`config.mk`:
```
export PLATFORM = sky130hd
export DESIGN_NAME = decode_pipe
export DESIGN_NICKNAME = d
export VERILOG_FILES = /design/src/rtl/decode_pipe.sv
export SDC_FILE = /design/constraint.sdc
export NUM_CORES = 2
export LEC_CHECK = 0
export BUFFER_PORTS_ARGS = -buffer_cell sky130_fd_sc_hd__buf_2
export CORE_MARGIN = 3
export CORE_UTILIZATION = 55
export CTS_CLUSTER_SIZE = 30
export DETAILED_ROUTE_END_ITERATION = 10
export PLACE_DENSITY = 0.73
export SLEW_MARGIN = 10
export SYNTH_ARGS = -nofsm -noshare
export SYNTH_HDL_FRONTEND = slang
export SYNTH_SLANG_ARGS = --single-unit
export TNS_END_PERCENT = 30
```
`constraint.sdc`:
```
create_clock -name clk -period 2 [get_ports clk]
set_input_delay 0 -clock clk [delete_from_list [all_inputs] [get_ports clk]]
set_output_delay 0 -clock clk [all_outputs]
set_load 0.05 [all_outputs]
```
`src/rtl/decode_pipe.sv`:
```
// Decode stage: 2R1W register file with write-back bypass, ID/EX pipeline register
// with valid/ready handshake, flush, load-use bubble insertion and saturating hazard counter.
module decode_pipe #(
   parameter int XLEN   = 32,
   parameter int NREG   = 32,
   parameter int CTRL_W = 12,
   parameter int CNT_W  = 16,
   localparam int AW    = $clog2(NREG)
) (
   input  logic              clk,
   input  logic              arst_n,
   input  logic              valid_d,
   output logic              ready_d,
   input  logic [XLEN-1:0]   pc_d,
   input  logic [XLEN-1:0]   pc_plus4_d,
   input  logic [XLEN-1:0]   imm_ext_d,
   input  logic [AW-1:0]     rs1_d,
   input  logic [AW-1:0]     rs2_d,
   input  logic [AW-1:0]     rd_d,
   input  logic [CTRL_W-1:0] ctrl_d,
   input  logic              reg_write_d,
   input  logic              load_d,
   input  logic              reg_write_w,
   input  logic [AW-1:0]     rd_w,
   input  logic [XLEN-1:0]   result_w,
   input  logic              ready_e,
   input  logic              flush_e,
   output logic              valid_e,
   output logic [XLEN-1:0]   pc_e,
   output logic [XLEN-1:0]   pc_plus4_e,
   output logic [XLEN-1:0]   imm_ext_e,
   output logic [XLEN-1:0]   rd1_e,
   output logic [XLEN-1:0]   rd2_e,
   output logic [AW-1:0]     rs1_e,
   output logic [AW-1:0]     rs2_e,
   output logic [AW-1:0]     rd_e,
   output logic [CTRL_W-1:0] ctrl_e,
   output logic              reg_write_e,
   output logic              load_e,
   output logic              load_use_stall,
   output logic [CNT_W-1:0]  hazard_cnt
);

   logic [XLEN-1:0] rf [NREG];
   logic [XLEN-1:0] rd1_d, rd2_d;
   logic            wb_hit, hazard, adv;

   assign wb_hit = reg_write_w && (rd_w != '0);

   always_ff @(posedge clk or negedge arst_n) begin
      if (!arst_n) begin
         for (int i = 0; i < NREG; i++) rf[i] <= '0;
      end else if (wb_hit) begin
         rf[rd_w] <= result_w;
      end
   end

   // x0 is forced to zero on read; a same-cycle write-back wins over the array
   always_comb begin
      rd1_d = '0;
      rd2_d = '0;
      if (rs1_d != '0) rd1_d = (wb_hit && rd_w == rs1_d) ? result_w : rf[rs1_d];
      if (rs2_d != '0) rd2_d = (wb_hit && rd_w == rs2_d) ? result_w : rf[rs2_d];
   end

   assign hazard = valid_d && valid_e && load_e && (rd_e != '0) &&
                   ((rs1_d == rd_e) || (rs2_d == rd_e));
   assign load_use_stall = hazard;
   assign adv     = !valid_e || ready_e;
   assign ready_d = adv && !hazard && !flush_e;

   always_ff @(posedge clk or negedge arst_n) begin
      if (!arst_n) begin
         valid_e     <= 1'b0;
         pc_e        <= '0;
         pc_plus4_e  <= '0;
         imm_ext_e   <= '0;
         rd1_e       <= '0;
         rd2_e       <= '0;
         rs1_e       <= '0;
         rs2_e       <= '0;
         rd_e        <= '0;
         ctrl_e      <= '0;
         reg_write_e <= 1'b0;
         load_e      <= 1'b0;
      end else if (flush_e || (adv && hazard)) begin
         // kill or bubble: payload is left as-is, only valid and control clear
         valid_e     <= 1'b0;
         ctrl_e      <= '0;
         reg_write_e <= 1'b0;
         load_e      <= 1'b0;
      end else if (adv) begin
         valid_e <= valid_d;
         if (valid_d) begin
            pc_e        <= pc_d;
            pc_plus4_e  <= pc_plus4_d;
            imm_ext_e   <= imm_ext_d;
            rd1_e       <= rd1_d;
            rd2_e       <= rd2_d;
            rs1_e       <= rs1_d;
            rs2_e       <= rs2_d;
            rd_e        <= rd_d;
            ctrl_e      <= ctrl_d;
            reg_write_e <= reg_write_d;
            load_e      <= load_d;
         end else begin
            ctrl_e      <= '0;
            reg_write_e <= 1'b0;
            load_e      <= 1'b0;
         end
      end else begin
         // stalled by execute: keep operands coherent with write-back
         if (wb_hit && rd_w == rs1_e) rd1_e <= result_w;
         if (wb_hit && rd_w == rs2_e) rd2_e <= result_w;
      end
   end

   always_ff @(posedge clk or negedge arst_n) begin
      if (!arst_n)
         hazard_cnt <= '0;
      else if (adv && hazard && !flush_e && hazard_cnt != '1)
         hazard_cnt <= hazard_cnt + 1'b1;
   end

endmodule

```
==> results by group <==
Run status
  – Status: complete, but fails checks
  – Failing checks: negative setup slack

Critical path
  – Worst Path Required: 2.62 ns
  – Critical path arrival: 3.03 ns
  – Largest fanout on the critical path: 7
  – CP max-delay cell: dfrtp_2
  – Ordered list of cells on the worst path: xnor2_2 -> nand3_2 -> o22ai_4 -> a21oi_4 -> buf_12 -> a21oi_4 -> buf_12 -> clkbuf_16 -> mux2_4
  – Crit end category: register
  – CP startpoint kind: register
  – Crit path kind: register to register
  – CP Buf/Inv Count: 3
  – CP delay by family, top: buffers and inverters
  – CP peak stage delay: 0.48 ns

STA
  – Endpoints failing hold: 0
  – Slew at the pin with the worst max-slew slack: 1.12 ns
  – Peak Freq: 414 MHz
  – Final Cycle Share: 121%
  – Min Tclk post-route: 2.41 ns
  – Setup violations, final: 204
  – Count of pins over their slew limit: 0
  – RSZ-0062 raised after global routing: yes
  – Slew HR: 25.0%
  – Setup_tns: -41.57 ns
  – Fin worst setup slack: -0.414 ns
  – Clk_skew: 0.0317 ns

Flow run
  – Max-cap viol count: 0

Clock network
  – Worst-Skew Late Latency: 0.76 ns
  – CTS Buf Count: 133
  – Clock Path Buffers: 3
  – Clk slew on worst S/H paths: 0.07 ns
  – Clock Sink Count: 1,230
  – Htree depth: 4
  – CTS tree: done
  – Root buf cell: clkbuf_16

Global route
  – Overflow after GRT: 0
  – Vias in the first global route: 48,100
  – Initial antenna violation count: 14
  – Largest net degree at the start of global routing: 113
  – First-pass GRT wire length: 328,000 µm
  – Total GRT Usage: 38.2%

Logic synthesis
  – EDFF count, synth: 0
  – Sequential area share after synthesis: 49.0%
  – Cells after Synth: 4,378
  – Most frequent cells after synthesis: mux2_2 (1,262), dfrtp_1 (1,230), mux4_2 (352)
  – Most numerous cell in the Yosys netlist: mux2_2
  – Post-Synthesis Net Count: 4,547
  – Ranking of synthesized cells by area: dfrtp_1 (49%), mux2_2 (23%), mux4_2 (13%), mux2i_1 (4.1%), clkbuf_1 (1.6%)
  – Avg Cell Area, Syn: 14.3 µm²
  – Synth top area share: 49.0%
  – Unique masters post-synth: 54
  – Synth Flop Type: dfrtp_1
  – Synthesized area: 62,800 µm²
  – Ys async rst share: 100%
  – Cell taking the most area after synthesis: dfrtp_1
  – YS warnings: 0
  – Flops & latches, synth: 1,230

Die
  – Initial Utilization: 55.6%
  – Ports: 376
  – Die Wd: 344 µm
  – Num rows: 123
  – Die Footprint: 118,000 µm²
  – Core area: 113,000 µm²
  – Die Height: 344 µm

Placement
  – Placed cell count: 6,279
  – Dpl hpwl: 141,000 µm
  – Post-Place Worst Slack: -0.268 ns
  – GPL Wtd Cong: 0.917
  – Port bufs: 375

Detailed routing
  – Antenna Violating Nets Remaining: 0
  – DR DRC count: 0
  – Initial drt markers: 5,481
  – DRT Pass-1 Iters: 5
  – WL per Instance: 34.3 µm
  – Avg Vias per Cell: 6.95
  – WL final: 231,000 µm
  – Detailed-route via count: 46,900

Pwr
  – Worst IR Drop VDD: 0.870 mV
  – Power Density: 997 nW/µm²
  – Static leakage: 35.4 nW

Min path
  – HP Class: input port to register

Finish
  – Layout cells sized above 1: 54.0%
  – Post-Layout Cell Count: 6,755
  – Fillers: 7,472
  – FF/Latch Area: 30,800 µm²
  – Nets: 5,307
  – Area of the multi-input gates: 30,900 µm²
  – Area Overhead vs Synth: 24.7%
-- routing by layer --
layer	track usage, %	share of wire [%]
met3	12.7	12
met4	19.4	5.9
met5	0	0.054
met2	57.5	45
met1	49.9	37
-- cell usage in the layout, fill, tap and decap left out, drive strengths merged, types with 43 or more instances in the layout --
| cell | synthesis | final |
|---|---|---|
| mux2 | 1263 | 1263 |
| dfrtp | 1230 | 1230 |
| buf | 200 | 888 |
| mux4 | 352 | 352 |
| mux2i | 256 | 256 |
| dlygate4sd3 | 0 | 201 |
| clkbuf | 275 | 200 |
| nand2 | 101 | 101 |
| o21ai | 88 | 88 |
| o221ai | 83 | 83 |
| o22ai | 76 | 76 |
| a22oi | 64 | 64 |
| a21oi | 58 | 58 |
| a22o | 43 | 43 |
-- state kept, by name, indices dropped and copies added, names as in the netlist --
signal	cells
pc_plus4_e	32
load_e	1
rd_e	5
imm_ext_e	32
rs1_e	5
valid_e	1
pc_e	32
rd1_e	32
reg_write_e	1
rs2_e	5
hazard_cnt	16
rd2_e	32
ctrl_e	12
rf	1024
-- timing repair --
item | in CTS | in global routing
gates cloned | 4 | 9
resized for setup | 94 | 128
pin swaps | 12 | 9
hold buffers | 202 | 0
endpoints found under the setup margin | 169 | 203
buffers inserted | 11 | 6
endpoints found under the hold margin | 2362 | 0
-- worst min-delay path: cells and delay by family --
kind / cells / cell delay, ns
buffers and inverters: 2 / 0.62
muxes: 1 / 0.13
-- kinds of logic after synthesis --
logic type | synth area share (%)
flip-flops | 49.0
AO/OA/AOI/OAI | 6.06
adder cells (fa/ha/maj) | 0.0199
multiplexers | 39.4
AND/OR/NAND/NOR | 1.64
buffers and inverters | 3.25
XOR/XNOR | 0.628
-- final cells by class --
type | instances | share of cell area (%)
multi-input combinational | 2670 | 39.5
sequential | 1230 | 39.3
timing repair buffer | 1100 | 13.0
clock buffer | 189 | 4.87
tap | 1500 | 2.40
clock inverter | 49 | 0.809
antenna | 14 | 0.0448
inverter | 3 | 0.0192
-- power by group --
part | switching [mW] | total, mW | leakage [nW] | internal [mW]
combinational | 9.43 | 19.1 | 17.5 | 9.72
sequential | 3.93 | 33.5 | 15.7 | 29.6
clock | 10.8 | 25.4 | 2.20 | 14.6
total | 24.2 | 78.1 | 35.4 | 53.9
-- per-stage QoR --
| stage | utilization [%] | hold WS, ns | total power [mW] | instance area [µm²] |
|---|---|---|---|---|
| finish | 69.4 | 0.0171 | 78.1 | 78300 |
| global route | 69.4 | 0.0113 | 80.5 | 78200 |
| CTS | 68.7 | 0.000700 | 77.1 | 77500 |
| detailed placement | 62.5 | -0.0771 | 51.2 | 70500 |
| global placement | 62.5 | -0.0765 | 50.5 | 70500 |
| floorplan | - | -0.296 | 44.9 | 62800 |
-- path summary, 6_finish.rpt --
path	endpoint	from	slack (ns)	cells after the start
worst min register to register	rf[1014]	rf[1014]	0.40	0
worst max register to register	rd1_e[29]	rd_e[0]	-0.41	9
min in group asynchronous	rf[385]	arst_n	0.54	4
worst max-delay path	rd1_e[29]	rd_e[0]	-0.41	9
worst min-delay path	pc_e[7]	pc_d[7]	0.02	3
max in group asynchronous	hazard_cnt[1]	arst_n	0.78	4
No activity file was read; power rests on OpenSTA's default activity.
